$ cat config.mk
export PLATFORM = sky130hd
export DESIGN_NAME = ram_port_arbiter
export DESIGN_NICKNAME = d
export VERILOG_FILES = /design/src/rtl/ram_port_arbiter.sv
export SDC_FILE = /design/constraint.sdc
export NUM_CORES = 1
export LEC_CHECK = 0
export BUFFER_PORTS_ARGS = -buffer_cell sky130_fd_sc_hd__buf_4
export CORE_ASPECT_RATIO = 0.7
export CORE_MARGIN = 1.5
export CORE_UTILIZATION = 23
export DETAILED_ROUTE_END_ITERATION = 8
export GPL_ROUTABILITY_DRIVEN = 0
export PLACE_DENSITY_LB_ADDON = 0.08
export SYNTH_ARGS = -nofsm -noshare
export SYNTH_HDL_FRONTEND = slang
export SYNTH_SLANG_ARGS = --single-unit
$ cat constraint.sdc
create_clock -name clk -period 3.7 [get_ports clk]
set_input_delay 0.925 -clock clk [delete_from_list [all_inputs] [get_ports clk]]
set_output_delay 0.925 -clock clk [all_outputs]
set_load 0.01 [all_outputs]
$ cat src/rtl/ram_port_arbiter.sv
// Two-port arbiter/sequencer for one synchronous single-port RAM.
// Bounded-burst round-robin grants, 1-cycle read return to the issuing port.
module ram_port_arbiter #(
  parameter int MEM_DEPTH  = 8,
  parameter int DATA_WIDTH = 16,
  parameter int ADDR_WIDTH = $clog2(MEM_DEPTH) + 1,
  parameter int MAX_BURST  = 4
) (
  input  logic                  clk,
  input  logic                  rst_n,
  input  logic                  a_req,
  input  logic                  a_we,
  input  logic [ADDR_WIDTH-1:0] a_addr,
  input  logic [DATA_WIDTH-1:0] a_wdata,
  output logic                  a_gnt,
  output logic                  a_rvalid,
  output logic [DATA_WIDTH-1:0] a_rdata,
  input  logic                  b_req,
  input  logic                  b_we,
  input  logic [ADDR_WIDTH-1:0] b_addr,
  input  logic [DATA_WIDTH-1:0] b_wdata,
  output logic                  b_gnt,
  output logic                  b_rvalid,
  output logic [DATA_WIDTH-1:0] b_rdata,
  output logic [ADDR_WIDTH-1:0] ram_addr,
  output logic                  ram_we,
  output logic                  ram_oe,
  output logic [DATA_WIDTH-1:0] ram_wr_data,
  input  logic [DATA_WIDTH-1:0] ram_rd_data
);

  typedef enum logic [1:0] {IDLE, OWN_A, OWN_B} state_t;

  localparam logic [3:0] BURST_MAX = 4'(MAX_BURST);

  state_t     state;
  logic [3:0] cnt;
  logic       pri;          // 0 selects A, 1 selects B when both request from IDLE
  logic       gnt_a, gnt_b;
  logic       a_vld_p1, b_vld_p1;

  function automatic logic [3:0] sat_inc(input logic [3:0] c);
    return (c >= BURST_MAX) ? BURST_MAX : c + 4'd1;
  endfunction

  // Stage p0: combinational grant and RAM command mux
  always_comb begin
    gnt_a = 1'b0;
    gnt_b = 1'b0;
    case (state)
      OWN_A: begin
        if (a_req && (!b_req || cnt < BURST_MAX)) gnt_a = 1'b1;
        else if (b_req)                           gnt_b = 1'b1;
      end
      OWN_B: begin
        if (b_req && (!a_req || cnt < BURST_MAX)) gnt_b = 1'b1;
        else if (a_req)                           gnt_a = 1'b1;
      end
      default: begin
        if (a_req && (!b_req || !pri)) gnt_a = 1'b1;
        else if (b_req)                gnt_b = 1'b1;
      end
    endcase
    if (!rst_n) begin
      gnt_a = 1'b0;
      gnt_b = 1'b0;
    end
  end

  assign a_gnt = gnt_a;
  assign b_gnt = gnt_b;

  always_comb begin
    ram_addr    = '0;
    ram_we      = 1'b0;
    ram_wr_data = '0;
    if (gnt_a) begin
      ram_addr    = a_addr;
      ram_we      = a_we;
      ram_wr_data = a_wdata;
    end else if (gnt_b) begin
      ram_addr    = b_addr;
      ram_we      = b_we;
      ram_wr_data = b_wdata;
    end
  end

  // Stage p1: ownership/burst state and read-return flags
  always_ff @(posedge clk or negedge rst_n) begin
    if (!rst_n) begin
      state    <= IDLE;
      cnt      <= '0;
      pri      <= 1'b0;
      a_vld_p1 <= 1'b0;
      b_vld_p1 <= 1'b0;
    end else begin
      a_vld_p1 <= gnt_a & ~a_we;
      b_vld_p1 <= gnt_b & ~b_we;
      if (gnt_a) begin
        if (state == OWN_A) begin
          cnt <= sat_inc(cnt);
        end else begin
          cnt <= 4'd1;
          // B still requesting yet lost the grant: its burst limit expired
          if (state == OWN_B && b_req) pri <= 1'b1;
        end
        state <= OWN_A;
      end else if (gnt_b) begin
        if (state == OWN_B) begin
          cnt <= sat_inc(cnt);
        end else begin
          cnt <= 4'd1;
          if (state == OWN_A && a_req) pri <= 1'b0;
        end
        state <= OWN_B;
      end else if (state != IDLE) begin
        state <= IDLE;
        pri   <= (state == OWN_A);
      end
    end
  end

  assign a_rvalid = a_vld_p1;
  assign b_rvalid = b_vld_p1;
  assign ram_oe   = a_vld_p1 | b_vld_p1;
  assign a_rdata  = a_vld_p1 ? ram_rd_data : '0;
  assign b_rdata  = b_vld_p1 ? ram_rd_data : '0;

endmodule
==> flow_summary.json <==
{
  "grt_antenna_before_repair": 0,
  "reg2reg_to": "cnt[2]",
  "crit_arrival_ps": 2440,
  "netSwitchingFraction_pct": 44.82,
  "cp.required_ps": 2770,
  "maxCapViolCount": 0,
  "cts_buffer_depth": 2,
  "finalSetupViolations": 0,
  "hp-class": "input port to asynchronous set/reset pin",
  "hold_slack_ps": 522.0,
  "cts_buffers": 3,
  "io_pins": 120,
  "p_per_area_mw_per_mm2": 409.9,
  "synth_async_sr_flop_share_pct": 100.0,
  "p_switching_uw": 397.0,
  "drc": 0,
  "dpl.cell_count": 350,
  "synth_largest_area_cell": "dfrtp_1",
  "grt_max_degree": 30,
  "peakVddDrop_uv": 215.3,
  "power_leakage_uw": 0.001177,
  "seq_area_um2": 225.2,
  "clkLatencyLatePin_ps": 230,
  "cp_slowest_cell": "dfrtp_1",
  "period_share_pct": 90.89,
  "crit_chain": "inv_1, ha_1, or3b_1, nand4_1, nand4_1, clkinvlp_4, nand2_1, nand2_1, buf_4",
  "cts_tree": "built",
  "drt_pass1_iterations": 4,
  "r2r_start": "state[1]",
  "rsz0062_at_grt": "no",
  "clkTransAtPathRegs_ps": 50,
  "combPwrFrac_pct": 69.3,
  "drt_wl_total_um": 4369,
  "tightestPinTransition_ps": 448.9,
  "grt_pass1_wl_um": 7189,
  "synth_enable_flop_cells": 0,
  "area_delta_synth_final_pct": 76.40,
  "p_int_uw": 488.7,
  "root_buffer": "clkbuf_8",
  "htree_levels": 1,
  "netlist_area_mm2": 0.001225,
  "finalCriticalPeriod_ps": 3363,
  "diodes": 0,
  "num_vias": 1576,
  "fp.coreArea_mm2": 0.004940,
  "num_rows": 21,
  "post_cts_buffers": 0,
  "start_util_pct": 24.80,
  "fin_setup_tns_ps": 0,
  "cts.sinks": 9,
  "grt_pass1_vias": 1517,
  "ys_top_cells_by_area": "dfrtp_1 (18%), and2_1 (16%), nand2_1 (14%), nand3_2 (7.4%), nand3_1 (6.1%)",
  "die_area_mm2": 0.005779,
  "total_power_uw": 885.7,
  "ff2ff_setup_slack_ps": 1340,
  "p_clk_share_pct": 13.0,
  "worstSetupStartpoint": "state[1]",
  "synth_fp_nets": 239,
  "place_hpwl_um": 3393,
  "crit_family": "simple AND/OR/NAND/NOR gates",
  "synthTopCellsByCount": "nand2_1 (47), and2_1 (32), nand3_1 (15)",
  "slowest_delay_ps": 390,
  "critical_path_buf_inv_count": 3,
  "finalHoldViolCount": 0,
  "postCtsHoldBufs": 0,
  "yosys.cell_count.top_type": "nand2_1",
  "ys_seq_elements": 9,
  "final_antenna_net_count": 0,
  "synth.avg_cell_area_um2": 7.080,
  "die_h_um": 64.06,
  "critical_path_class": "flip-flop to primary output",
  "ys_types": 41,
  "cts_resized": 0,
  "drt_iter0_markers": 66,
  "vias_per_cell": 4.452,
  "track_usage_pct": 14.93,
  "synth-main-ff-cell": "dfrtp_1",
  "ys_seq_area_share_pct": 18.39,
  "io_buffers": 119,
  "drive_gt1_share_pct": 48.07,
  "slew_violations": 0,
  "max_freq_mhz": 297.4,
  "reg2reg_depth": 8,
  "synth_top_area_share_pct": 18.39,
  "endpoint_kind": "primary output",
  "worstPathMaxFanout": 27,
  "utilization_pct": 43.74,
  "slew_headroom_pct": 70.01,
  "multi_input_area_um2": 868.3,
  "final_cells": 354,
  "clock_skew_ps": 2.644,
  "status": "completed",
  "critical_path_depth": 9,
  "netlist_instances": 173,
  "grt_overflow_total": 0,
  "nets": 352,
  "synth.yosys.warnings": 0,
  "dieWidth_um": 90.23,
  "fillers": 517,
  "seq_power_share_pct": 17.7,
  "start_kind": "flip-flop",
  "wire_per_inst_um": 12.34,
  "crit_end": "ram_we"
}
area by class of cell:
type | instances | area share [%]
repair buffers | 120 | 41.69
multi-input cells | 147 | 40.19
flip-flops and latches | 9 | 10.42
well taps | 69 | 3.995
clock buffers | 4 | 2.085
inverters | 5 | 1.621
registers in the layout (all words and copies together) (netlist names):
name	count
a_rvalid	1
b_rvalid	1
cnt	4
pri	1
state	2
through the flow:
| stage | setup slack [ps] | instance area (µm²) |
|---|---|---|
| after global placement | 342.3 | 2112 |
| after global routing | 79.34 | 2161 |
| after detailed placement | 325.1 | 2112 |
| final | 337.0 | 2161 |
| after CTS | 208.3 | 2157 |
| after floorplan | 714.6 | 1225 |
cell families (layout without fill, tap and decap cells):
| group | Yosys count | count (layout) | share of synthesized area, % |
|---|---|---|---|
| flip-flops | 9 | 9 | 18.39 |
| adder cells (fa/ha/maj) | 4 | 4 | 4.086 |
| AND/OR/NAND/NOR | 120 | 120 | 53.12 |
| AO/OA/AOI/OAI | 23 | 23 | 13.69 |
| buffers and inverters | 17 | 129 | 10.72 |
routing by layer:
metal / global-route usage, % / vias to the layer above / wire length, µm
met5: 0 / - / 0
met4: 1.190 / 0 / 0
met3: 5.000 / 0 / 464
met2: 28.03 / 78 / 2148
met1: 17.12 / 689 / 1756
li1: - / 809 / -
power by group through the flow:
stage,clock network [µW],registers (µW),logic [µW]
after CTS,118,157,614
after detailed placement,0,158,610
after global routing,124,163,680
after floorplan,0,147,393
final,115,157,613
after global placement,0,160,615
worst min path at each step:
stage,end,slack (ps),depth (start not counted)
2_1_floorplan,cnt[0],490,1
3_3_place_gp,cnt[0],520,1
3_5_place_dp,cnt[0],510,1
4_1_cts,cnt[0],520,1
5_1_grt,pri,530,1
6_report,pri,520,1
layout by cell type, fill, tap and decap left out, types with 2 or more instances in the layout:
| cell | n |
|---|---|
| nand4_1 | 2 |
| nand3_1 | 15 |
| ha_1 | 4 |
| dfrtp_1 | 9 |
| nand2_1 | 47 |
| and2_1 | 32 |
| o21ai_0 | 3 |
| buf_4 | 120 |
| nand3_2 | 9 |
| nor2_1 | 5 |
| clkbuf_8 | 3 |
| inv_1 | 3 |
| a21oi_1 | 6 |
| or3b_1 | 2 |
| o311ai_0 | 2 |
Note: power is estimated with default switching activity, not from simulation.
